===== src/rtl/fb_pkg.sv =====
// Shared definitions for the frame-buffer scanout block.
// Contents: RGB565 field positions, the 8-bit-per-channel pixel struct,
//           the end-to-end pipeline latency and the 565->888 expansion.
package fb_pkg;

    localparam int unsigned R_MSB = 15;
    localparam int unsigned R_LSB = 11;
    localparam int unsigned G_MSB = 10;
    localparam int unsigned G_LSB = 5;
    localparam int unsigned B_MSB = 4;
    localparam int unsigned B_LSB = 0;

    typedef struct packed {
        logic [7:0] red;
        logic [7:0] green;
        logic [7:0] blue;
    } rgb888_t;

    // Address register + BRAM access + colour register.
    function automatic int unsigned calc_lat(input int unsigned read_latency);
        return read_latency + 32'd2;
    endfunction

    // Replicate the top bits into the vacated LSBs so full scale maps to 8'hFF.
    function automatic rgb888_t expand_565(input logic [15:0] d);
        rgb888_t p;
        p.red   = {d[R_MSB:R_LSB], d[R_MSB:R_MSB-2]};
        p.green = {d[G_MSB:G_LSB], d[G_MSB:G_MSB-1]};
        p.blue  = {d[B_MSB:B_LSB], d[B_MSB:B_MSB-2]};
        return p;
    endfunction

endpackage


===== src/rtl/pipe_delay.sv =====
// Fixed-depth shift register with asynchronous reset to zero.
// Ports: clk_i/rst_i clock and async active-high reset,
//        d_i input sample, q_o the sample from DEPTH cycles earlier.
module pipe_delay #(
    parameter int unsigned WIDTH = 1,
    parameter int unsigned DEPTH = 1
) (
    input  logic             clk_i,
    input  logic             rst_i,
    input  logic [WIDTH-1:0] d_i,
    output logic [WIDTH-1:0] q_o
);

    logic [DEPTH-1:0][WIDTH-1:0] stage_q;

    always_ff @(posedge clk_i or posedge rst_i) begin
        if (rst_i) begin
            stage_q <= '0;
        end else begin
            stage_q[0] <= d_i;
            for (int i = 1; i < int'(DEPTH); i++) begin
                stage_q[i] <= stage_q[i-1];
            end
        end
    end

    assign q_o = stage_q[DEPTH-1];

endmodule


===== src/rtl/fb_scanout.sv =====
// Frame-buffer scanout: turns video timing into BRAM reads of a downscaled
// RGB565 buffer and emits 8-bit RGB with sync delayed to match.
// Ports: pixel_clk_in/rst_in clock and async active-high reset;
//        hcount/vcount/hs/vs/ad/nf_in timing generator inputs;
//        swap_req_in producer request to show the other buffer;
//        fb_addr_out/fb_rd_en_out/fb_data_in BRAM read port;
//        red/green/blue_out pixel, hs/vs/ad/nf_out delayed timing;
//        disp_buf_out displayed buffer, swap_done_out swap pulse.
module fb_scanout
    import fb_pkg::*;
#(
    parameter int unsigned ACTIVE_H_PIXELS = 1280,
    parameter int unsigned ACTIVE_LINES    = 720,
    parameter int unsigned SCALE_SHIFT     = 2,
    parameter int unsigned READ_LATENCY    = 2,
    parameter int unsigned H_W             = 11,
    parameter int unsigned V_W             = 10,
    localparam int unsigned FB_W = ACTIVE_H_PIXELS >> SCALE_SHIFT,
    localparam int unsigned FB_H = ACTIVE_LINES >> SCALE_SHIFT,
    localparam int unsigned LW   = $clog2(FB_W * FB_H),
    localparam int unsigned AW   = 1 + LW
) (
    input  logic           pixel_clk_in,
    input  logic           rst_in,
    input  logic [H_W-1:0] hcount_in,
    input  logic [V_W-1:0] vcount_in,
    input  logic           hs_in,
    input  logic           vs_in,
    input  logic           ad_in,
    input  logic           nf_in,
    input  logic           swap_req_in,
    output logic [AW-1:0]  fb_addr_out,
    output logic           fb_rd_en_out,
    input  logic [15:0]    fb_data_in,
    output logic [7:0]     red_out,
    output logic [7:0]     green_out,
    output logic [7:0]     blue_out,
    output logic           hs_out,
    output logic           vs_out,
    output logic           ad_out,
    output logic           nf_out,
    output logic           disp_buf_out,
    output logic           swap_done_out
);

    localparam int unsigned LAT = calc_lat(READ_LATENCY);

    logic [LW-1:0] row_base_q, row_base_d;
    logic [AW-1:0] addr_q, addr_d;
    logic          rd_en_q, rd_en_d;
    logic          disp_buf_q, disp_buf_d;
    logic          pending_q, pending_d;
    logic          swap_done_q, swap_done_d;
    rgb888_t       rgb_q, rgb_d;

    logic          line_end;
    logic          swap_now;
    logic          ad_pre;
    logic [3:0]    sync_dly;
    logic          unused_vcount_bits;

    // Last pixel of the last display line that shares one frame-buffer row.
    assign line_end = ad_in
                   && (hcount_in == H_W'(ACTIVE_H_PIXELS - 1))
                   && (&vcount_in[SCALE_SHIFT-1:0]);
    assign swap_now = nf_in && (pending_q || swap_req_in);
    assign unused_vcount_bits = ^vcount_in[V_W-1:SCALE_SHIFT];

    // ad aligned with the data arriving at the colour register.
    pipe_delay #(.WIDTH(1), .DEPTH(LAT - 1)) u_ad_pre (
        .clk_i (pixel_clk_in),
        .rst_i (rst_in),
        .d_i   (ad_in),
        .q_o   (ad_pre)
    );

    pipe_delay #(.WIDTH(4), .DEPTH(LAT)) u_sync_dly (
        .clk_i (pixel_clk_in),
        .rst_i (rst_in),
        .d_i   ({hs_in, vs_in, ad_in, nf_in}),
        .q_o   (sync_dly)
    );

    // Next-state logic for addressing, buffer swap and colour.
    always_comb begin
        row_base_d  = row_base_q;
        addr_d      = {disp_buf_q, row_base_q + LW'(hcount_in >> SCALE_SHIFT)};
        rd_en_d     = ad_in;
        disp_buf_d  = disp_buf_q;
        pending_d   = pending_q;
        swap_done_d = swap_now;
        rgb_d       = '0;

        if (nf_in) begin
            row_base_d = '0;
        end else if (line_end) begin
            row_base_d = row_base_q + LW'(FB_W);
        end

        // A new frame consumes any outstanding request; a request landing
        // after the pulse waits for the next one.
        if (nf_in) begin
            pending_d = 1'b0;
            if (swap_now) begin
                disp_buf_d = ~disp_buf_q;
            end
        end else if (swap_req_in) begin
            pending_d = 1'b1;
        end

        if (ad_pre) begin
            rgb_d = expand_565(fb_data_in);
        end
    end

    always_ff @(posedge pixel_clk_in or posedge rst_in) begin
        if (rst_in) begin
            row_base_q  <= '0;
            addr_q      <= '0;
            rd_en_q     <= 1'b0;
            disp_buf_q  <= 1'b0;
            pending_q   <= 1'b0;
            swap_done_q <= 1'b0;
            rgb_q       <= '0;
        end else begin
            row_base_q  <= row_base_d;
            addr_q      <= addr_d;
            rd_en_q     <= rd_en_d;
            disp_buf_q  <= disp_buf_d;
            pending_q   <= pending_d;
            swap_done_q <= swap_done_d;
            rgb_q       <= rgb_d;
        end
    end

    assign fb_addr_out   = addr_q;
    assign fb_rd_en_out  = rd_en_q;
    assign red_out       = rgb_q.red;
    assign green_out     = rgb_q.green;
    assign blue_out      = rgb_q.blue;
    assign hs_out        = sync_dly[3];
    assign vs_out        = sync_dly[2];
    assign ad_out        = sync_dly[1];
    assign nf_out        = sync_dly[0];
    assign disp_buf_out  = disp_buf_q;
    assign swap_done_out = swap_done_q;

endmodule


===== config.mk =====
export PLATFORM = sky130hd
export DESIGN_NAME = fb_scanout
export DESIGN_NICKNAME = d
export VERILOG_FILES = /design/src/rtl/fb_pkg.sv /design/src/rtl/pipe_delay.sv /design/src/rtl/fb_scanout.sv
export SDC_FILE = /design/constraint.sdc
export NUM_CORES = 1
export LEC_CHECK = 0
export ABC_AREA = 1
export CAP_MARGIN = 20
export CORE_MARGIN = 2
export CORE_UTILIZATION = 39
export CTS_BUF_LIST = sky130_fd_sc_hd__clkbuf_16
export CTS_CLUSTER_SIZE = 24
export DETAILED_ROUTE_END_ITERATION = 6
export PLACE_DENSITY = 0.76
export SLEW_MARGIN = 20
export SYNTH_ARGS = -nofsm -noshare
export SYNTH_HDL_FRONTEND = slang
export SYNTH_SLANG_ARGS = --single-unit

===== constraint.sdc =====
create_clock -name pixel_clk_in -period 1.9 [get_ports pixel_clk_in]
set_input_delay 0.38 -clock pixel_clk_in [delete_from_list [all_inputs] [get_ports pixel_clk_in]]
set_output_delay 0.38 -clock pixel_clk_in [all_outputs]
set_load 0.03 [all_outputs]

Yosys cells after proc, flatten, opt, wreduce, memory -nomap -nowiden
Index checks and enable logic that the tools add are counted.
{"block": "totals", "out_inout_bits": 48, "mem_bits_ro": 0, "wordCells": 32, "ff_bits": 79, "ramBits": 0, "n_memories": 0, "latchBits": 0}
{"block": "op_classes", "n_mul": 0, "magnitude_cmp": 0, "bitwise": 1, "shifts": 0, "muxes": 5, "n_eq_ne": 1, "n_div": 0, "n_reduce_logical": 8, "add_sub_neg": 2}
{"cell": "16-bit 2-to-1 mux", "count": 2}
{"cell": "24-bit 2-to-1 mux", "count": 1}
{"cell": "16-bit by 9-bit adder with 16-bit output", "count": 1}
{"cell": "16-bit by 9-bit adder with 16-bit output, second input constant", "count": 1}
{"cell": "11-bit equality test, second input constant", "count": 1}
{"cell": "2-bit AND reduction", "count": 2}
{"cell": "2-bit nonzero test", "count": 2}
{"cell": "1-bit logical AND", "count": 3}
{"cell": "1-bit 2-to-1 mux", "count": 2}
{"cell": "1-bit logical OR", "count": 1}
{"cell": "1-bit NOT", "count": 1}

Logic depth before layout (Yosys ltp)
{"block": "depth", "ltp_word": 5, "mapped_depth": 9, "mapped_depth_nobuf": 8}

By module
Synthesis repeated with hierarchy kept, for this count alone.
{"block": "hier_totals", "cells_unflattened": 236, "area_unflattened_um2": 2513.7}
{"mod": "fb_scanout", "cells_per_inst": 211, "instances": 1, "area_each_um2": 2000.7}
{"mod": "pipe_delay (u_sync_dly)", "cells_per_inst": 21, "instances": 1, "area_each_um2": 434.2}
{"mod": "pipe_delay (u_ad_pre)", "cells_per_inst": 4, "instances": 1, "area_each_um2": 78.8}

Worst setup path after synthesis
OpenSTA, ideal clock, no wires.
{"block": "synth_path", "path_kind": "register -> register", "startpoint": "register row_base_q[7]", "endpoint": "register addr_q[14], in the netlist fb_addr_out[14]", "t_required_ns": 1.780, "t_arrival_ns": 1.254, "stages_incl_launch_ff": 9, "setup_slack_ns": 0.525, "setup_time_ns": 0.120, "path_cell_list": "dfrtp_1 -> ha_1 -> nand2_1 -> nand2_1 -> nand2_1 -> nand2_1 -> nand2_1 -> o21ai_1 -> nand2_1"}
{"block": "synth_via", "elab_chain_len": 1}
{"element": "start, declared", "line": "fb_scanout.sv:48", "source": "logic [LW-1:0] row_base_q, row_base_d;"}
{"element": "start signal, assigned", "line": "fb_scanout.sv:126", "source": "row_base_q <= row_base_d;"}
{"element": "16-bit by 9-bit adder with 16-bit output", "line": "fb_scanout.sv:87", "source": "addr_d = {disp_buf_q, row_base_q + LW'(hcount_in >> SCALE_SHIFT)};"}
{"element": "net addr_d[14]", "line": "fb_scanout.sv:49", "source": "logic [AW-1:0] addr_q, addr_d;"}
{"element": "end signal, assigned", "line": "fb_scanout.sv:127", "source": "addr_q <= addr_d;"}
{"element": "end, declared", "line": "fb_scanout.sv:49"}
The timed path passes the listed nets, and every way through them passes these cells.
A chain may end at the register's enable or synchronous reset.

Worst setup path in the final report
{"block": "layout_path", "startpoint": "register disp_buf_q, in the netlist disp_buf_out", "endpoint": "output port disp_buf_out"}
{"element": "start, declared", "line": "fb_scanout.sv:51", "source": "logic disp_buf_q, disp_buf_d;"}
{"element": "start signal, assigned", "line": "fb_scanout.sv:129", "source": "disp_buf_q <= disp_buf_d;"}
{"element": "end, declared", "line": "fb_scanout.sv:42", "source": "output logic disp_buf_out,"}
No word-level cell between the ends.

==> results_dict.tcl <==
set metrics [dict create \
    yosysUniqueCellTypes 22 \
    drtAntennaViolNets 0 \
    initial_utilization_pct 40.0 \
    cts_buffer_depth 2 \
    post-route-util_pct 59.6 \
    grt_pass1_vias 1630 \
    critPathKind "flop to output port" \
    worst-endpoint-required_ps 1520 \
    wl_per_cell_microns 11.8 \
    numCtsBuffers 9 \
    remaining_drc_errors 0 \
    syn_to_final_growth_pct 48.8 \
    placementRows 28 \
    crit_family "buffers and inverters" \
    antennaDiodeCount 0 \
    post_cts_resize_count 0 \
    avgSynthCellArea_sq_um 10.4 \
    setup_viol 0 \
    drv_slew 0 \
    antenna_found_initial 0 \
    ys_warn_count 0 \
    grt_max_degree 63 \
    worst_pin_slew_ps 491 \
    routed_wl_microns 4530 \
    initialDrtViolationCount 85 \
    cts_num_sinks 62 \
    gp_congestion 0.746 \
    syn_inst 226 \
    synth_area_sq_um 2340 \
    nNetsFinal 353 \
    io_buffers 83 \
    peakVddDrop_mv 0.595 \
    timing.slew.headroom_pct 67.3 \
    fmax_ghz 0.562 \
    netlist.area_leader.share_pct 66.2 \
    drtPass1Iterations 4 \
    rsz0062_at_grt "false" \
    period_share_pct 93.7 \
    die-width_microns 81.5 \
    dp_hpwl_microns 3200 \
    max_cap_violations 0 \
    min_path_type "flop to flop" \
    hold_viol 0 \
    status "finished clean" \
    drive_gt1_share_pct 7.42 \
    die_area_sq_um 6640 \
    mostFrequentLayoutCells "clkdlybuf4s50_1 (83), dfrtp_1 (62), nand2_1 (47)" \
    grt_pass1_wl_microns 7210 \
    num_io_pins 92 \
    post-route-min-period_ps 1780 \
    cp-start-kind "flop" \
    yosysSeqAreaShare_pct 66.2 \
    synth_nets 274 \
    cp_slowest_stage_delay_ps 700 \
    fin_skew_ps 7.12 \
    worstPathArrival_ps 1400 \
    clock_latency_ps 320 \
    viasPerCell 4.37 \
    hold_buffers 0 \
    clk_pin_slew_ps 50 \
    cts_tree "yes" \
    yosys_register_bits 62 \
    root_buffer "clkbuf_16" \
    worstSetupEndpointType "output port" \
    yosys-top-cells-area "dfrtp_1 (66%), nand2_1 (7.5%), inv_1 (5.3%), nor2_1 (3.4%), a21oi_1 (2.6%)" \
    cts-htree-levels 3 \
    grt_usage_pct 15.1 \
    p_per_area_nw_per_um2 974 \
    crit_chain "clkdlybuf4s50_1" \
    core_area_sq_um 5850 \
    worstPathMaxFanout 3 \
    layout_commonest_cell "clkdlybuf4s50_1" \
    grt-ovfl-total 0 \
    cts_setup_buffers 0 \
    p_leak_uw 0.00173 \
    fillCellCount 454 \
    cp_slowest_cell "clkdlybuf4s50_1" \
    dp_slack_ps -14.6 \
    reg2reg_slack_ps 400 \
    num_vias 1683 \
    finalWorstSetupSlack_ps 120 \
    cp.buffers_inverters 1 \
    die_height_microns 81.5 \
    synth_top_cell_by_area "dfrtp_1" \
]
[power by group]
part,switching [uW],internal (uW)
clock network,547,1000
logic,228,194
registers,32.0,1390
total,807,2590
[cells in the mapped netlist]
| master | number |
|---|---|
| buf_8 | 1 |
| nand3b_1 | 1 |
| nor2_1 | 21 |
| buf_2 | 2 |
| nor2_8 | 1 |
| clkinv_1 | 1 |
| a21oi_1 | 12 |
| nor3_1 | 1 |
| dfrtp_1 | 62 |
| buf_4 | 8 |
| ha_1 | 4 |
| inv_2 | 1 |
| xor2_1 | 4 |
| nand4_1 | 1 |
| xnor2_1 | 3 |
| inv_1 | 33 |
| o21ai_1 | 3 |
| nand3_1 | 11 |
| nand2_2 | 1 |
| nor2_2 | 1 |
| clkbuf_1 | 7 |
| nand2_1 | 47 |
[worst register-to-register path: stages (launching register included)]
cell     delay (ps)
dfrtp_1         410
ha_1            300
nand2_1          50
nand2_1          70
nand2_1          70
nand2_1         160
nand2_1         110
o21ai_1         140
nand2_1          60
[flip-flops by register name (all words and copies together), names as in the netlist]
name	cells
blue_out	5
disp_buf_out	1
fb_addr_out	17
green_out	6
pending_q	1
red_out	5
row_base_q	10
swap_done_out	1
u_sync_dly.q_o	4
u_sync_dly.stage_q	12
[cell families after synthesis]
group / synth area share, %
XOR/XNOR: 2.62
AND/OR/NAND/NOR: 15.4
flip-flops: 66.2
adder cells (fa/ha/maj): 2.14
AO/OA/AOI/OAI: 3.21
buffers and inverters: 10.4
[through the flow]
stage	hold WS, ps	std cells	setup TNS [ps]	total power (uW)	instance area (sq um)
finish	346	385	0	3390	3480
global route	351	385	0	3530	3480
global placement	331	369	0	1860	3190
floorplan	331	226	0	1650	2350
detailed placement	335	369	-14.6	1870	3190
CTS	347	385	0	3440	3480
[layer usage]
metal / share of wire (%) / GRT usage (%)
met3: 8.2 / 5.38
met5: 0 / 0
met1: 36 / 15.1
met4: 1.8 / 9.15
met2: 54 / 26.8
[final cells by class]
| cell class | instances | area, sq um | share of cell area [%] |
|---|---|---|---|
| clock inverter | 7 | 65.1 | 1.87 |
| multi-input combinational | 111 | 548 | 15.7 |
| timing repair buffer | 86 | 866 | 24.8 |
| inverter | 35 | 135 | 3.88 |
| tap | 75 | 93.8 | 2.69 |
| clock buffer | 9 | 225 | 6.46 |
| sequential | 62 | 1550 | 44.5 |
[path summary, 6_finish.rpt]
path / startpoint / endpoint / depth (start not counted)
max: disp_buf_out / disp_buf_out / 1
min in group asynchronous: rst_in / fb_addr_out[1] / 3
min: u_sync_dly.stage_q[11] / u_sync_dly.q_o[3] / 0
max reg2reg: row_base_q[7] / fb_addr_out[14] / 8
max in group asynchronous: rst_in / fb_addr_out[7] / 3
min reg2reg: u_sync_dly.stage_q[11] / u_sync_dly.q_o[3] / 0
Power figures use the tool's default switching activity.
